File: config.mk
export PLATFORM = sky130hd
export DESIGN_NAME = seg7_mux_driver
export DESIGN_NICKNAME = d
export VERILOG_FILES = /design/src/rtl/seg7_mux_driver.sv
export SDC_FILE = /design/constraint.sdc
export NUM_CORES = 1
export LEC_CHECK = 0
export CORE_ASPECT_RATIO = 0.8
export CORE_UTILIZATION = 35
export DETAILED_ROUTE_END_ITERATION = 6
export SETUP_SLACK_MARGIN = 0.05
export SYNTH_ARGS = -nofsm -noshare
export SYNTH_HDL_FRONTEND = slang
export SYNTH_SLANG_ARGS = --single-unit
File: constraint.sdc
create_clock -name clk -period 2.3 [get_ports clk]
set_input_delay 0.23 -clock clk [delete_from_list [all_inputs] [get_ports clk]]
set_output_delay 0.23 -clock clk [all_outputs]
set_load 0.01 [all_outputs]
File: src/rtl/seg7_mux_driver.sv
// Multiplexed hex display driver: double-buffered value, one lit digit per slot, blanking between slots.
// Optional leading-zero blanking is enabled by defining SEG7_MUX_LZ_BLANK_EN.
module seg7_mux_driver #(
    parameter int NUM_DIGITS     = 4,
    parameter int REFRESH_DIV    = 1000,
    parameter int SEG_ACTIVE_LOW = 0,
    parameter int DIG_ACTIVE_LOW = 0
) (
    input  logic                    clk,
    input  logic                    rst_n,
    input  logic [4*NUM_DIGITS-1:0] value,
    input  logic [NUM_DIGITS-1:0]   dp,
    input  logic                    load,
    output logic [6:0]              segments,
    output logic                    dp_out,
    output logic [NUM_DIGITS-1:0]   digit_sel,
    output logic                    frame_done
);

    localparam int P_W   = (REFRESH_DIV > 1) ? $clog2(REFRESH_DIV) : 1;
    localparam int IDX_W = (NUM_DIGITS > 1) ? $clog2(NUM_DIGITS) : 1;
    localparam logic [P_W-1:0]        P_LAST   = P_W'(REFRESH_DIV - 1);
    localparam logic [IDX_W-1:0]      IDX_LAST = IDX_W'(NUM_DIGITS - 1);
    // XOR masks: applying them to an active-high pattern yields the pin polarity.
    localparam logic [6:0]            SEG_OFF  = (SEG_ACTIVE_LOW != 0) ? 7'h7F : 7'h00;
    localparam logic                  DP_OFF   = (SEG_ACTIVE_LOW != 0);
    localparam logic [NUM_DIGITS-1:0] DIG_OFF  = (DIG_ACTIVE_LOW != 0) ? '1 : '0;

    logic [P_W-1:0]          p_q, p_d;
    logic [IDX_W-1:0]        idx_q, idx_d;
    logic [4*NUM_DIGITS-1:0] shadow_val_q, shadow_val_d;
    logic [NUM_DIGITS-1:0]   shadow_dp_q, shadow_dp_d;
    logic [4*NUM_DIGITS-1:0] disp_val_q, disp_val_d;
    logic [NUM_DIGITS-1:0]   disp_dp_q, disp_dp_d;
    logic                    pending_q, pending_d;
    logic                    frame_done_q, frame_done_d;
    logic [6:0]              seg_q, seg_d;
    logic                    dp_out_q, dp_out_d;
    logic [NUM_DIGITS-1:0]   dig_q, dig_d;
    logic                    lz_blank;

    function automatic logic [6:0] glyph(input logic [3:0] nib);
        case (nib)
            4'h0: glyph = 7'h3F;  4'h1: glyph = 7'h06;
            4'h2: glyph = 7'h5B;  4'h3: glyph = 7'h4F;
            4'h4: glyph = 7'h66;  4'h5: glyph = 7'h6D;
            4'h6: glyph = 7'h7D;  4'h7: glyph = 7'h07;
            4'h8: glyph = 7'h7F;  4'h9: glyph = 7'h6F;
            4'hA: glyph = 7'h77;  4'hB: glyph = 7'h7C;
            4'hC: glyph = 7'h39;  4'hD: glyph = 7'h5E;
            4'hE: glyph = 7'h79;  default: glyph = 7'h71;
        endcase
    endfunction

`ifdef SEG7_MUX_LZ_BLANK_EN
    // zero_above[i] is set when nibble i and every higher nibble of the display are zero.
    logic [NUM_DIGITS:0] zero_above;
    assign zero_above[NUM_DIGITS] = 1'b1;
    for (genvar gi = 0; gi < NUM_DIGITS; gi++) begin : g_lz
        assign zero_above[gi] = zero_above[gi+1] & (disp_val_q[4*gi +: 4] == 4'h0);
    end
    assign lz_blank = (idx_q != '0) && zero_above[idx_q];
`else
    assign lz_blank = 1'b0;
`endif

    always_comb begin
        p_d          = p_q + P_W'(1);
        idx_d        = idx_q;
        shadow_val_d = shadow_val_q;
        shadow_dp_d  = shadow_dp_q;
        disp_val_d   = disp_val_q;
        disp_dp_d    = disp_dp_q;
        pending_d    = pending_q;
        frame_done_d = 1'b0;

        if (load) begin
            shadow_val_d = value;
            shadow_dp_d  = dp;
            pending_d    = 1'b1;
        end

        if (p_q == P_LAST) begin
            p_d   = '0;
            idx_d = (idx_q == IDX_LAST) ? '0 : idx_q + IDX_W'(1);
            if (idx_q == IDX_LAST) begin
                frame_done_d = 1'b1;
                pending_d    = 1'b0;
                // A load landing on the boundary goes straight to the display.
                if (load) begin
                    disp_val_d = value;
                    disp_dp_d  = dp;
                end else if (pending_q) begin
                    disp_val_d = shadow_val_q;
                    disp_dp_d  = shadow_dp_q;
                end
            end
        end

        seg_d    = SEG_OFF;
        dp_out_d = DP_OFF;
        dig_d    = DIG_OFF;
        if (p_q != '0) begin
            seg_d    = (lz_blank ? 7'h00 : glyph(disp_val_q[{idx_q, 2'b00} +: 4])) ^ SEG_OFF;
            dp_out_d = disp_dp_q[idx_q] ^ DP_OFF;
            dig_d    = (NUM_DIGITS'(1) << idx_q) ^ DIG_OFF;
        end
    end

    always_ff @(posedge clk or negedge rst_n) begin
        if (!rst_n) begin
            p_q          <= '0;
            idx_q        <= '0;
            shadow_val_q <= '0;
            shadow_dp_q  <= '0;
            disp_val_q   <= '0;
            disp_dp_q    <= '0;
            pending_q    <= 1'b0;
            frame_done_q <= 1'b0;
            seg_q        <= SEG_OFF;
            dp_out_q     <= DP_OFF;
            dig_q        <= DIG_OFF;
        end else begin
            p_q          <= p_d;
            idx_q        <= idx_d;
            shadow_val_q <= shadow_val_d;
            shadow_dp_q  <= shadow_dp_d;
            disp_val_q   <= disp_val_d;
            disp_dp_q    <= disp_dp_d;
            pending_q    <= pending_d;
            frame_done_q <= frame_done_d;
            seg_q        <= seg_d;
            dp_out_q     <= dp_out_d;
            dig_q        <= dig_d;
        end
    end

    assign segments   = seg_q;
    assign dp_out     = dp_out_q;
    assign digit_sel  = dig_q;
    assign frame_done = frame_done_q;

endmodule

==> results.md <==
* Outcome: completed
* Pin count of the biggest net entering global routing at 27
* DP HPWL at 3510 um
* Setup violations, final at 0
* H-Tree Depth at 3
* Worst-skew pair later-pin latency at 330 ps
* RSZ-0062 raised after global routing: yes
* IO Port Bufs at 35
* CP cell instances: ha_4 > nand3_4 > or4_4 > nor4b_4 > buf_12 > mux2_2
* Setup TNS at 0 ps
* CP max stage delay at 470 ps
* Max-cap violations at 0
* Setup ws final at 120 ps
* TritonCTS buffer count at 9
* CTS tree: yes
* Fin util at 0.456
* Count leader, synth: dfrtp_1
* DR iter-0 viols at 72
* # rows at 29
* Worst r2r dst: disp_val_q[2]
* PD cells at 611 nW/um2
* Post-synth net total at 252
* Pleak at 1.58 nW
* Post-synth top area share at 0.561
* CTS root buf: clkbuf_8
* Syn Std Cell Area at 2950 um2
* Worst R2R Start: p_q[1]
* Final hold viol count at 0
* DRC Markers at 0
* Worst path arrival time at 2390 ps
* Worst vdd ir at 0.239 mV
* Max transition margin at 0.620
* Fmax at 459 MHz
* Die area at 8790 um2
* Crit-path max FO at 20
* DR vias/cell at 4.65
* Worst Path Required at 2510 ps
* Mapped Cells at 217
* Synth Warn # at 0
* Post-synth EDFFs at 0
* Drt first pass iters at 4
* Total grt overflow at 0
* Top post-synthesis cells by count: dfrtp_1 (66), mux2_2 (43), nor2_1 (16)
* DP Worst Slack at 90.8 ps
* Die Span X at 105 um
* Final Total Pwr at 2.24 mW
* Worst-case reg-to-reg path depth at 6
* P&R area growth vs syn at 24.6%
* Sequential area share after synthesis at 0.561
* R2R Setup Slk at 120 ps
* Hold WC Path Type: primary input to async pin
* Fin crit period at 2180 ps
* NumNets Final at 299
* Prevailing post-synth register cell: dfrtp_1
* Initial core utilization at 0.366
* GRT Util Overall at 0.127
* Setup crit end kind: flip-flop
* Number of synthesized register bits at 66
* Longest Clk Path Bufs at 2
* Crit Path Class: flip-flop to flip-flop
* Number of global-route vias before repair at 1,742
* Slew Viols, Final at 0
* Syn avg cell area at 13.6 um2
* Final wirelength at 5000 um
* Fin crit share at 0.948
* Core ar. at 8060 um2
* Netlist cell types at 37
* # Post-CTS Setup Buffers at 0
* Die Ht at 84.1 um
* Worst Max-Slew Pin Slew at 570 ps
* Synth area leaders: dfrtp_1 (56%), mux2_2 (16%), ha_1 (5.1%)
* Final Wtd Congestion at 0.820
* DRT antenna net count at 0
* Critical Path Slowest Stage Cell: or4_4
* Global-route wire length before repair at 8500 um
* IO Pins at 36
* Crit path launch type: flip-flop
* Largest area contributor in the netlist: dfrtp_1
* Synth async-reset ratio at 1.00
* Layout cell share with drive strength beyond 1 at 0.291
* Skew final at 10.2 ps
* N_diodes at 0
* Clock-pin slew on the worst setup and hold paths at 70 ps
* Drt wl/cell at 13.3 um
* Initial antenna violation count at 0
* Clock sinks at 66
* Via count at 1,749
[per-layer routing]
metal / vias to the layer above / part of all wire / global-route usage
li1: 855 / - / -
met4: 0 / 0.011 / 0.0538
met1: 854 / 0.50 / 0.180
met5: - / 0 / 0
met2: 35 / 0.44 / 0.177
met3: 5 / 0.043 / 0.0414
[logic make-up (layout without fill, tap and decap cells)]
family	Yosys count	count (layout)	synth area share
DFF	66	66	0.561
AOI/OAI and AO/OA	19	19	0.0467
and+or+nand+nor	46	46	0.0875
adders and majority gates	12	12	0.0510
xor gates and xnor gates	6	6	0.0178
buffers and inverters	19	70	0.0302
muxes	49	49	0.206
[final cells by class]
class	count	area, um2
clock buffer	12	145
clock inverter	3	40.0
fill	770	4380
inverter	10	37.5
multi-input combinational	132	1230
sequential	66	1650
tap	108	135
timing repair buffer	45	435
[power breakdown]
part / switching, mW / internal (mW) / total [mW] / leakage [nW]
combinational: 0.0535 / 0.0679 / 0.121 / 0.660
clock: 0.397 / 0.521 / 0.918 / 0.0962
sequential: 0.00743 / 1.20 / 1.20 / 0.820
[worst max-delay path, delay by kind of cell, from the launching register on]
family	cells	cell delay, ps
flops	1	420
buf+inv	1	200
fa+ha+maj	1	180
simple gates	3	900
mux	1	350
[cell usage in the layout, fill, tap and decap left out, types with 4 or more instances in the layout]
| cell type | synthesis | final |
|---|---|---|
| dfrtp_1 | 66 | 66 |
| mux2_2 | 43 | 43 |
| clkdlybuf4s50_1 | 0 | 34 |
| nor2_1 | 16 | 16 |
| ha_1 | 12 | 11 |
| inv_1 | 10 | 10 |
| clkbuf_8 | 0 | 10 |
| buf_4 | 0 | 8 |
| a21oi_1 | 6 | 6 |
| and2_1 | 6 | 6 |
| mux4_2 | 5 | 5 |
| nand2_1 | 5 | 5 |
| nand3_1 | 5 | 5 |
| xnor2_1 | 4 | 4 |
[through the flow]
stage	area, um2	hold slack (ps)	instances
after floorplan	2950	-65.6	217
after detailed placement	3460	255	360
after CTS	3650	420	376
final	3670	426	376
after global placement	3460	255	360
after global routing	3670	461	376
[sequential cells by signal, summed over array words and instances, names as in the netlist]
name and count:
idx_q 2, shadow_dp_q 4, dp_out 1, pending_q 1, segments 7, disp_dp_q 4, frame_done 1, shadow_val_q 16
disp_val_q 16, p_q 10, digit_sel 4
[how the worst max path moves through the flow]
| stage | start | endpoint | slack (ps) | cells after the start |
|---|---|---|---|---|
| floorplan | p_q[0] | disp_dp_q[0] | 190 | 6 |
| global placement | p_q[1] | disp_val_q[0] | 130 | 6 |
| detailed placement | p_q[1] | disp_val_q[2] | 90 | 6 |
| CTS | p_q[1] | disp_val_q[2] | 70 | 6 |
| global route | p_q[1] | disp_val_q[2] | 20 | 6 |
| finish | p_q[1] | disp_val_q[2] | 120 | 6 |
[what timing repair did]
| action | CTS | global route |
|---|---|---|
| hold buffers | 1 | 0 |
| hold endpoints to repair | 24 | 0 |
| resized for setup | 0 | 3 |
| endpoints found under the setup margin | 0 | 20 |
No activity file was read; power rests on OpenSTA's default activity.
==> edit 1: new RTL, config.mk and constraints unchanged <==
`REFRESH_DIV`: 1000 -> 500.
--- a/src/rtl/seg7_mux_driver.sv
+++ b/src/rtl/seg7_mux_driver.sv
@@ -2,7 +2,7 @@
 // Optional leading-zero blanking is enabled by defining SEG7_MUX_LZ_BLANK_EN.
 module seg7_mux_driver #(
     parameter int NUM_DIGITS     = 4,
-    parameter int REFRESH_DIV    = 1000,
+    parameter int REFRESH_DIV    = 500,
     parameter int SEG_ACTIVE_LOW = 0,
     parameter int DIG_ACTIVE_LOW = 0
 ) (
Check against the original RTL: same outputs for any inputs over 10 cycles, from zero or initial values and one cycle with rst_n low; that may be too few to reach the edited logic, so the function may still have changed.
==> edit 1 against the original RTL <==
- critical endpoint is now segments[3]
- critical path type unchanged
- clock skew shrank 6.1 ps
- non-clock buffer count is 4 lower
- synthesized area decreased by 2.7%
- core utilization shrank 1.0 points
- setup slack better by 120 ps
- total power decreased by 5.5%
- wire length fell by 3.2%
- design area is 3.5% lower
- sequential cell count shrank 1
- worst hold slack lost 2.8 ps
==> edit 1: results (changes against the original RTL) <==
fin nets 286 (-4.3%); wire per inst 13.3 µm (+0.29%); CTS max path bufs 2 (unchanged); Unique masters post-synth 37 (unchanged); Lkg Pwr 0.00152 µW (-3.8%); H-tree levels 3 (unchanged); Area after DPL 0.00337 mm² (-2.4%); Seq/Total Area, Yosys 56.7% (+0.67 points); biggest regs disp_val_q: 16 flops, shadow_val_q: 16 flops, p_q: 9 flops; clk_skew 4.06 ps (-6.14 ps); input/output buffers 35 (unchanged); YS warnings 0 (unchanged); layout cells sized above 1 26.3% (-2.8 points); clk root buf clkbuf_8; # fillers 722 (-6.2%); Hold Crit Class in -> async; global-route wire length before repair 8.19 mm (-3.6%); largest cells by area after synthesis dfrtp_1, mux2_2, ha_1; CTS clk-pin slew, worst paths 60 ps; synth cell count leaders dfrtp_1, mux2_2, ha_1; most frequent cell after synthesis dfrtp_1; Via Count 1657 (-5.3%); DRT iter0 DRCs 44 (-39%); Post-Route M1 WL 2.50 mm (-1.1%); VDD IR max 0.000318 V (+33%); Top delay family on crit path multiplexers; Critical Path Fanout Max 6 (-70%); CTS Buf Count 9 (unchanged); number of antenna diodes 0 (unchanged); largest net degree at the start of global routing 66 (+140%); crit path DAT 2280 ps (-110 ps); initial antenna violation count 0 (unchanged); status completed; post-detail-place hpwl 3.25 mm (-7.5%); WHS 423 ps (-2.82 ps); DRT Pass-1 Iters 4 (unchanged); main flop type after synthesis dfrtp_1; Post-Syn Nets 241 (-4.4%); postcts setup bufs 0 (unchanged); slew margin rel. 67.3% (+5.3 points); CP max-delay cell mux4_1; asr flop ratio synth 100% (unchanged); highest routed layer met4; GPL Wtd Cong 0.769 (-6.2%); largest stage delay on the critical path 720 ps (+250 ps); GRT Util Overall 13.0% (+0.30 points); clk_lat worst skew 340 ps; register-to-register setup slack 240 ps (+120 ps); WL met3 243 µm (+14%); met2 routed WL 2.04 mm (-7.6%)
-- edit 1: changes by cell type after synthesis, sizes merged, moves of 2 or more --
cell / unedited run / this run
clkbuf: 5 / 3
o211a: 2 / 0
nand3: 6 / 3
nor2: 17 / 9
nand2: 5 / 7
o21ai: 2 / 9
mux2i: 0 / 2
and3: 2 / 0
xnor2: 4 / 2
-- edit 1: per-layer routing --
layer / vias up / global-route usage [%]
met2: 38 / 17.3
li1: 813 / -
met3: 7 / 5.81
met1: 799 / 18.7
met4: 0 / 4.23
met5: - / 0
-- edit 1: cells by family after synthesis --
kind of cell / after synthesis / synth area share (%)
buffers and inverters: 16 / 2.70
and+or+nand+nor: 40 / 7.94
DFF: 65 / 56.7
AOI/OAI and AO/OA: 19 / 4.01
adders and majority gates: 12 / 5.24
xor gates and xnor gates: 4 / 1.22
muxes: 50 / 22.2
-- edit 1: repair_timing --
item                       in CTS  in global routing
hold endpoints to repair       65                  0
resized for setup               0                  1
setup endpoints to repair       0                  2
hold buffers                    1                  0
-- edit 1: report_power, final --
part           internal, µW  switching, µW  leakage (µW)
combinational          69.3           52.6      0.000629
clock                   411            402     0.0000822
sequential             1180           7.66      0.000807
-- edit 1: layout make-up --
class	instances	area [µm²]	share of cell area, %
Clock buffer	12	145	4.10
Clock inverter	3	17.5	0.495
Inverter	9	33.8	0.954
Multi-Input combinational cell	125	1170	32.9
Sequential cell	65	1630	45.9
Tap cell	108	135	3.81
Timing Repair Buffer	41	418	11.8
-- edit 1: final timing paths --
path / start / endpoint / depth (start not counted)
worst min-delay path: rst_n / p_q[3] / 3
worst min register to register: pending_q / pending_q / 2
max in group asynchronous: rst_n / shadow_val_q[8] / 3
worst max register to register: idx_q[0] / segments[3] / 5
worst max-delay path: idx_q[0] / segments[3] / 5
min in group clk: pending_q / pending_q / 2
-- edit 1: worst register-to-register path, delay by kind of cell (launching register included) --
family                   cells  cell delay (ps)
buffers and inverters        1              160
AO/OA/AOI/OAI                1              210
multiplexers                 1              720
adder cells (fa/ha/maj)      1              260
flip-flops                   1              520
AND/OR/NAND/NOR              1               80
-- edit 1: per-stage QoR --
stage	worst slack, ps	std cells
finish	240	363
global route	70.7	363
CTS	177	363
detailed placement	194	347
global placement	267	347
floorplan	384	206
==> edit 2: new RTL, same settings <==
Made on the original files. Register the output `segments` once more, with the module's reset; this adds one clock of latency there. The other outputs are not delayed to match.
--- a/src/rtl/seg7_mux_driver.sv
+++ b/src/rtl/seg7_mux_driver.sv
@@ -135,7 +135,13 @@
         end
     end
 
-    assign segments   = seg_q;
+    always_ff @(posedge clk or negedge rst_n) begin
+        if (!rst_n) begin
+            segments <= '0;
+        end else begin
+            segments <= seg_q;
+        end
+    end
     assign dp_out     = dp_out_q;
     assign digit_sel  = dig_q;
     assign frame_done = frame_done_q;
Check against the original RTL: not equivalent (Yosys sat finds a counterexample within 4 cycles, from zero or initial values and one cycle with rst_n low).
==> edit 2 against the original RTL <==
- synthesized cell count rose by 3.2%
- setup slack improved by 14 ps
- synthesized area rose by 5.9%
- count of clock-buffer cells in the layout fell by 2
- total power rose by 14%
- clock skew rose by 1.6 ps
- worst hold slack got worse by 75 ps
- sequential cell count rose by 7
- final cell count rose by 4.5%
- design area rose by 7.4%
- wire length rose by 9.3%
- first-iteration DRC count rose by 31%
- critical path type unchanged
==> edit 2: results (changes against the original RTL) <==
status completed; Final Non-Filler Cells 393 (+4.5%); VDD IR max 0.000315 V (+32%); vias in the first global route 1986 (+14%); Critical Path Fanout Max 10 (-50%); Post-Syn Nets 259 (+2.8%); largest net degree at the start of global routing 38 (+41%); layout cells sized above 1 30.2% (+1.1 points); dpl cells 373 (+3.6%); clk_skew 11.8 ps (+1.62 ps); Seq/Total Area, Yosys 58.5% (+2.5 points); asr flop ratio synth 100% (unchanged); Synth Instances 224 (+3.2%); wire per inst 13.9 µm (+4.5%); adder-cell share of the synthesized area 4.81% (-0.29 points); Period minus WS final 2170 ps (-14.1 ps); main flop type after synthesis dfrtp_1; WHS 351 ps (-75.0 ps); complex-gate fraction of the synthesized area 4.41% (-0.26 points); Top delay family on crit path simple AND/OR/NAND/NOR gates; Hold Crit Class reg -> reg; DRT iter0 DRCs 94 (+31%); CTS Buf Count 9 (unchanged); crit path DAT 2390 ps (about the same); GPL Wtd Cong 0.822 (+0.28%); # fillers 795 (+3.2%); Area after DPL 0.00366 mm² (+6.0%); Unique masters post-synth 37 (unchanged); post-detail-place hpwl 3.72 mm (+6.0%); fin nets 311 (+4.0%); Register-to-Register Path Depth 7 (+1); Lkg Pwr 0.00169 µW (+7.2%); largest cells by area after synthesis dfrtp_1, mux2_2, ha_1; synth cell count leaders dfrtp_1, mux2_2, nor2_1; GRT Util Overall 13.4% (+0.68 points); worst slack, placed 81.5 ps (-9.28 ps); global-route wire length before repair 9.45 mm (+11%); multiplexer share of the synthesized area 19.5% (-1.2 points); Internal 2000 µW (+12%); Critical R2R Capture disp_val_q[8]; Via density 4.76 (+2.4%); Post-Synth XOR/XNOR Area 1.68% (-0.10 points); slew margin rel. 54.8% (-7.2 points)
-- edit 2: cell count changes after synthesis, sizes merged --
cell and delta:
dfrtp +7
-- edit 2: per-layer routing --
layer	GRT usage, %	vias up	wire (µm)
li1	-	891	-
met1	17.8	936	2650
met2	20.5	41	2510
met3	4.44	4	276
met4	4.86	0	36
met5	0	-	0
-- edit 2: cell type report --
cell class              count  area, µm²  area share [%]
flip-flops and latches     73       1830            46.3
multi-input cells         132       1220            30.9
repair buffers             50        503            12.8
well taps                 112        140            3.55
clock buffers              10        128            3.24
clock inverters             6       90.1            2.28
inverters                  10       37.5           0.952
-- edit 2: power groups by stage --
stage                     registers (µW)  logic [µW]  clock network (µW)
final                               1320         125                1100
after global routing                1330         141                1180
after CTS                           1330         131                1140
after global placement              1350         127                   0
after floorplan                     1350        47.7                   0
after detailed placement            1350         128                   0
-- edit 2: timing repair --
item	4_1_cts	5_1_grt
gates resized for setup	0	2
hold endpoints to repair	29	0
buffers inserted	0	2
setup endpoints to repair	0	20
hold buffers	1	0
